**config.mk**
```make
export PLATFORM = sky130hd
export DESIGN_NAME = add_nbit_serial
export DESIGN_NICKNAME = d
export VERILOG_FILES = /design/src/rtl/add_nbit_pkg.sv /design/src/rtl/add_digit.sv /design/src/rtl/add_nbit_serial.sv
export SDC_FILE = /design/constraint.sdc
export NUM_CORES = 1
export LEC_CHECK = 0
export CAP_MARGIN = 15
export CORE_MARGIN = 8
export CORE_UTILIZATION = 54
export DETAILED_ROUTE_END_ITERATION = 8
export GPL_ROUTABILITY_DRIVEN = 0
export PLACE_DENSITY_LB_ADDON = 0.3
export SLEW_MARGIN = 20
export SYNTH_ARGS = -nofsm -noshare
export SYNTH_HDL_FRONTEND = slang
export SYNTH_SLANG_ARGS = --single-unit
```
**constraint.sdc**
```tcl
create_clock -name clk -period 2.37 [get_ports clk]
set_input_delay 0.711 -clock clk [delete_from_list [all_inputs] [get_ports clk]]
set_output_delay 0.711 -clock clk [all_outputs]
set_load 0.02 [all_outputs]
```
**src/rtl/add_nbit_pkg.sv**
```systemverilog
// add_nbit_pkg: shared types and parameter checks for the serial adder.
// The optional overflow output of add_nbit_serial is enabled by ADD_NBIT_OVF_EN.
package add_nbit_pkg;

    typedef enum logic [1:0] {
        IDLE = 2'd0,
        BUSY = 2'd1,
        DONE = 2'd2
    } state_t;

    // Legal when 1 <= width <= 64 and digit evenly divides width.
    function automatic bit digit_ok(input int unsigned width, input int unsigned digit);
        return (width >= 1) && (width <= 64) &&
               (digit >= 1) && (digit <= width) &&
               ((width % digit) == 0);
    endfunction

endpackage

```
**src/rtl/add_digit.sv**
```systemverilog
// add_digit: combinational DIGIT-bit adder slice used by add_nbit_serial.
// c_msb is the carry into the slice's top bit; only ADD_NBIT_OVF_EN builds consume it.
module add_digit #(
    parameter int unsigned DIGIT = 1
) (
    input  logic [DIGIT-1:0] a,
    input  logic [DIGIT-1:0] b,
    input  logic             c_in,
    output logic [DIGIT-1:0] s,
    output logic             c_out,
    output logic             c_msb
);

    logic [DIGIT:0] total;

    // Full-width add with one extra bit to capture the carry out.
    always_comb begin
        total = {1'b0, a} + {1'b0, b} + {{DIGIT{1'b0}}, c_in};
        s     = total[DIGIT-1:0];
        c_out = total[DIGIT];
        // Sum bit = a ^ b ^ carry-in, so the top bit's carry-in is recovered by XOR.
        c_msb = a[DIGIT-1] ^ b[DIGIT-1] ^ total[DIGIT-1];
    end

endmodule

```
**src/rtl/add_nbit_serial.sv**
```systemverilog
// add_nbit_serial: digit-serial unsigned adder with valid/ready handshakes.
// Operands are latched on accept, then DIGIT bits are added per cycle,
// low digit first, with the result shifted into sum from the MSB end.
// Define ADD_NBIT_OVF_EN to add the signed-overflow output ovf.
module add_nbit_serial
    import add_nbit_pkg::*;
#(
    parameter int unsigned WIDTH = 8,
    parameter int unsigned DIGIT = 1
) (
    input  logic             clk,
    input  logic             rst_n,
    input  logic             in_valid,
    output logic             in_ready,
    input  logic [WIDTH-1:0] a,
    input  logic [WIDTH-1:0] b,
    input  logic             cin,
    output logic             out_valid,
    input  logic             out_ready,
    output logic [WIDTH-1:0] sum,
    output logic             cout
`ifdef ADD_NBIT_OVF_EN
    ,
    output logic             ovf
`endif
);

    localparam int unsigned NUM_DIGITS = WIDTH / DIGIT;
    localparam int unsigned CNT_W      = (NUM_DIGITS > 1) ? $clog2(NUM_DIGITS) : 1;
    localparam logic [CNT_W-1:0] LAST_DIGIT = CNT_W'(NUM_DIGITS - 1);

    generate
        if (!digit_ok(WIDTH, DIGIT)) begin : g_bad_digit
            $error("add_nbit_serial: WIDTH must be 1..64 and a multiple of DIGIT");
        end
    endgenerate

    state_t             state;
    state_t             state_next;
    logic [WIDTH-1:0]   a_reg;
    logic [WIDTH-1:0]   b_reg;
    logic               carry;
    logic [CNT_W-1:0]   cnt;
    logic               last_digit;
    logic [DIGIT-1:0]   digit_sum;
    logic               digit_carry;
    logic [WIDTH-1:0]   sum_next;
`ifdef ADD_NBIT_OVF_EN
    logic               msb_carry;
`else
    logic               unused_msb_carry;
`endif

    assign last_digit = (cnt == LAST_DIGIT);

    add_digit #(
        .DIGIT (DIGIT)
    ) u_add_digit (
        .a     (a_reg[DIGIT-1:0]),
        .b     (b_reg[DIGIT-1:0]),
        .c_in  (carry),
        .s     (digit_sum),
        .c_out (digit_carry),
`ifdef ADD_NBIT_OVF_EN
        .c_msb (msb_carry)
`else
        .c_msb (unused_msb_carry)
`endif
    );

    // Shift the new digit in from the top; a cast keeps DIGIT == WIDTH legal.
    always_comb begin
        sum_next = (sum >> DIGIT) | (WIDTH'(digit_sum) << (WIDTH - DIGIT));
    end

    // FSM state register.
    always_ff @(posedge clk or negedge rst_n) begin
        if (!rst_n) begin
            state <= IDLE;
        end else begin
            state <= state_next;
        end
    end

    // Next-state and handshake outputs.
    always_comb begin
        state_next = state;
        in_ready   = 1'b0;
        out_valid  = 1'b0;
        case (state)
            IDLE: begin
                in_ready = 1'b1;
                if (in_valid) begin
                    state_next = BUSY;
                end
            end
            BUSY: begin
                if (last_digit) begin
                    state_next = DONE;
                end
            end
            DONE: begin
                out_valid = 1'b1;
                if (out_ready) begin
                    state_next = IDLE;
                end
            end
            default: begin
                state_next = IDLE;
            end
        endcase
    end

    // Operand capture, per-digit shift/accumulate and result registers.
    always_ff @(posedge clk or negedge rst_n) begin
        if (!rst_n) begin
            a_reg <= '0;
            b_reg <= '0;
            carry <= 1'b0;
            cnt   <= '0;
            sum   <= '0;
            cout  <= 1'b0;
`ifdef ADD_NBIT_OVF_EN
            ovf   <= 1'b0;
`endif
        end else begin
            case (state)
                IDLE: begin
                    if (in_valid) begin
                        a_reg <= a;
                        b_reg <= b;
                        carry <= cin;
                        cnt   <= '0;
                    end
                end
                BUSY: begin
                    a_reg <= a_reg >> DIGIT;
                    b_reg <= b_reg >> DIGIT;
                    carry <= digit_carry;
                    sum   <= sum_next;
                    cnt   <= cnt + CNT_W'(1);
                    if (last_digit) begin
                        cout <= digit_carry;
`ifdef ADD_NBIT_OVF_EN
                        ovf  <= msb_carry ^ digit_carry;
`endif
                    end
                end
                default: begin
                end
            endcase
        end
    end

endmodule
```
Word level (Yosys, flattened, before mapping). Cells that the tools add are included.

Bits in registers: 31. Bits of input ports: 21. Output and inout port bits: 11.

Add/subtract/negate cells: 3. Eq/ne operators: 6. Muxes and demuxes: 14. Bitwise gates (word level): 1. Reductions and logical operators: 5.

Operator list (number): case mux 8 bit (2 select lines) (2); 2-to-1 mux 8 bit (2); OR 7 x 8 -> 8 bit (1); 2-to-1 mux 2 bit (3); != test 2 bit, second input constant (3); case mux 2 bit (3 select lines) (1); case mux 3 bit (2 select lines) (1); AND reduction 2 bit (2); adder 3 x 1 -> 3 bit, second input constant (1); == test 3 bit, second input constant (1); 2-to-1 mux 1 bit (3); 2-to-1 mux 3 bit (1); AND reduction 3 bit (1); adder 1 x 1 -> 2 bit (1); adder 2 x 1 -> 2 bit (1); == test 2 x 1 -> 1 bit, second input constant (1); == test 2 bit, second input constant (1); zero test 2 bit (1); case mux 1 bit (2 select lines) (1); nonzero test 2 bit (1).

Logic depth before layout (Yosys ltp).
Depth in word-level cells: 3. Depth in mapped cells: 4. Mapped depth without buffers: 4.

Cells and area by module. From an unflattened synthesis, not the netlist that was laid out.

Cell total of the unflattened synthesis: 124. Area, all modules: 1511.4 um2.

Modules (own cells, without submodules): add_nbit_serial (instances 1, cells each 122, area each 1467.7 um2, seq. area each 775.7 um2); add_digit (instances 1, cells each 2, area each 43.8 um2, seq. area each 0.0 um2).

Worst setup path before layout. No wires, ideal clock.

Path type: register to output. Start point: register state[0]. End point: output out_valid. Arrival time: 0.916 ns. Data required time: 1.659 ns. Path slack: 0.743 ns. Cell stages (with the launch flop): 5. Buffers on the path: 2. Cells stage by stage: dfrtp_1 > buf_6 > buf_4 > nand2b_1 > inv_1.

Word-level cells in the longest chain between the ends: 2.

Ends and longest elaborated chain: from (decl) (RTL line add_nbit_serial.sv:38) `state_t state;`; from (signal assigned) (RTL line add_nbit_serial.sv:81) `state <= state_next;`; == test 2 bit (RTL line add_nbit_serial.sv:90) `case (state)`; 2-to-1 mux 1 bit (RTL line add_nbit_serial.sv:90); to (decl) (RTL line add_nbit_serial.sv:18) `output logic out_valid,`.

Every way passes these cells.

Worst setup path in the final report. Ends and elaborated chain as after synthesis.

==> impl_metrics.env <==
export IMPL_synth_top_cell_by_area="dfrtp_1"
export IMPL_dp_hpwl_um=2140
export IMPL_htreeDepth=2
export IMPL_slowest_delay_ns=0.60
export IMPL_hold_viol_final=0
export IMPL_via_per_inst=5.71
export IMPL_syn_area_per_cell_um2=12.0
export IMPL_status="completed"
export IMPL_clock_power_share=0.133
export IMPL_stdcell_count=189
export IMPL_path_clk_slew_ns=0.10
export IMPL_synth_common_cells="31 x dfrtp_1, 15 x inv_1, 12 x a211oi_1, 12 x nor3b_1, 12 x nor4b_1"
export IMPL_grt_pass1_wl_um=5460
export IMPL_grt_overflow_total=0
export IMPL_pwr_share_seq=0.393
export IMPL_internal_power_mw=1.50
export IMPL_finish_utilization=0.695
export IMPL_hold_path_startpoint="cnt[0]$_DFFE_PN0P_"
export IMPL_dp_slack_ns=0.317
export IMPL_cts_sinks=31
export IMPL_drtAntennaViolNets=0
export IMPL_cts_tree="built"
export IMPL_rrSetupSlack_ns=0.78
export IMPL_p_per_area_nw_per_um2=1260
export IMPL_syn_nets=151
export IMPL_dp_cells=182
export IMPL_worst_hold_slack_ns=0.490
export IMPL_antennaDiodeCount=0
export IMPL_crit_chain="nand2b_1 -> inv_1 -> clkdlybuf4s50_1"
export IMPL_rows=19
export IMPL_p_leak_nw=0.798
export IMPL_yosysMostFrequentCell="dfrtp_1"
export IMPL_comb_power_share=0.474
export IMPL_cp_top_family="buffers and inverters"
export IMPL_grt_max_degree=33
export IMPL_ys_types=26
export IMPL_yosysWarnings=0
export IMPL_pin_count=32
export IMPL_relSlewSlack=0.692
export IMPL_layout_min_cycle_time_ns=2.28
export IMPL_min_path_type="reg2reg"
export IMPL_cts_buffers=5
export IMPL_drive_above_1_share=0.152
export IMPL_design_core_area_um2=2710
export IMPL_synth_flop_cell="dfrtp_1"
export IMPL_clk_latency_ns=0.34
export IMPL_drtIter0Drc=56
export IMPL_crit_type="reg2out"
export IMPL_start_util=0.560
export IMPL_grt_total_usage=0.139
export IMPL_grt_pass1_vias=1089
export IMPL_reg2reg_from="state[1]$_DFFE_PN0P_"
export IMPL_dpl_cell_area_um2=1830
export IMPL_root_buffer="clkbuf_4"
export IMPL_power_total_mw=2.37
export IMPL_worstSetupStartpoint="state[0]$_DFFE_PN0P_"
export IMPL_timing_fmax_mhz=438
export IMPL_clock_skew_ns=0.00935
export IMPL_worstPathMaxFanout=3
export IMPL_vdd_drop_max_mv=1.10
export IMPL_die_width_um=69.0
export IMPL_holdPathStages=1
export IMPL_antenna_found_initial=0
export IMPL_slew_viol_final=0
export IMPL_wl_um=3090
export IMPL_synth_cell_area_um2=1520
export IMPL_setup_violations=0
export IMPL_arrival_ns=1.57
export IMPL_crit_path_start_kind="flop"
export IMPL_yosysTopAreaCellShare=0.511
export IMPL_drtPass1Iterations=4
export IMPL_path_buf_inv=2
export IMPL_vias=1079
export IMPL_whs_endpoint="cnt[0]$_DFFE_PN0P_"
export IMPL_r2r_cells=3
export IMPL_setup_ws_ns=0.0877
export IMPL_syn_to_final_growth_pct=24.1
export IMPL_wl_per_cell_um=16.4
export IMPL_port_buffers=31
export IMPL_switching_share=0.368
export IMPL_switching_power_mw=0.872
export IMPL_worstMarginPinSlew_ns=0.461
export IMPL_syn_inst=127
export IMPL_ys_ff_latch=31
export IMPL_maxCapViolations=0
export IMPL_synth_area_top_cells="dfrtp_1 51%, nor4b_1 6.9%, mux2_2 6.7%"
export IMPL_setup_tns_ns=0
export IMPL_required_ns=1.66
export IMPL_period_share=0.963
export IMPL_num_nets_final=182
export IMPL_fillCellCount=219
export IMPL_slowest_stage="clkdlybuf4s50_1"
export IMPL_synth_edf_count=0
export IMPL_crit_path_end_kind="output pin"
export IMPL_ys_seq_area_frac=0.511
export IMPL_final_area_um2=1880
export IMPL_rsz0062_at_grt="no"
export IMPL_clockBufferDepth=2
export IMPL_reg2reg_to="sum[2]$_DFFE_PN0P_"
export IMPL_die_y_um=69.0
export IMPL_dieArea_um2=4760
export IMPL_drc_errors=0
export IMPL_async_flop_share=1.00
## layout by cell type (no fill, tap or decap)
cell type and instances:
o21ai_0 1, clkbuf_4 5, buf_4 4, o21bai_4 1, nor4b_1 12, nor3b_1 12, o221a_2 1, a21oi_1 1
dlygate4sd2_1 1, clkinv_2 1, o21ba_2 1, ha_1 2, a211oi_1 12, nand3b_1 1, nor2_2 1, a32o_1 2
nor2b_1 3, fa_1 1, clkbuf_8 1, mux2_2 9, or4b_1 1, mux2i_1 1, nand2b_1 4, a22o_1 2
a222oi_1 2, dfrtp_1 31, clkdlybuf4s50_1 30, inv_1 15
## power groups by stage
stage / logic (mW) / clock network [mW] / registers [mW]
after CTS: 1.14 / 0.325 / 0.932
after detailed placement: 1.13 / 0 / 0.945
after floorplan: 0.718 / 0 / 1.01
after global routing: 1.23 / 0.349 / 0.970
final: 1.12 / 0.315 / 0.930
after global placement: 1.10 / 0 / 0.928
## routing by layer
layer,wire length [um],part of all wire,vias up,GRT usage
met1,1450,0.47,519,0.177
met2,1400,0.45,32,0.196
met5,0,0,-,0
met4,82,0.027,0,0.0866
met3,155,0.050,8,0.0486
li1,-,-,520,-
## final cells by class
cell class | count | area, um2 | area share
clock buffer | 6 | 51.3 | 0.0272
clock inverter | 1 | 5.00 | 0.00266
inverter | 15 | 56.3 | 0.0299
multi-input combinational | 70 | 617 | 0.328
sequential | 31 | 776 | 0.412
tap | 31 | 38.8 | 0.0206
timing repair buffer | 35 | 339 | 0.180
## worst max path at each step
stage / endpoint / slack [ns] / cells past startpoint
2_1_floorplan: out_valid / 0.74 / 4
3_3_place_gp: b_reg[4]$_DFFE_PN0P_ / 0.34 / 4
3_5_place_dp: b_reg[4]$_DFFE_PN0P_ / 0.32 / 4
4_1_cts: out_valid / 0.08 / 3
5_1_grt: out_valid / 0.03 / 3
6_report: out_valid / 0.09 / 3
## kinds of logic after synthesis
group	Yosys count	synth area share
AO/OA/AOI/OAI	23	0.130
adder cells (fa/ha/maj)	3	0.0297
buffers and inverters	26	0.0824
flip-flops	31	0.511
multiplexers	10	0.0734
AND/OR/NAND/NOR	34	0.173
## timing repair
| item | CTS | global route |
|---|---|---|
| resized for setup | 1 | 0 |
| hold buffers | 0 | 0 |
| setup endpoints to repair | 1 | 0 |
| buffers inserted | 0 | 0 |
Power figures use the tool's default switching activity.
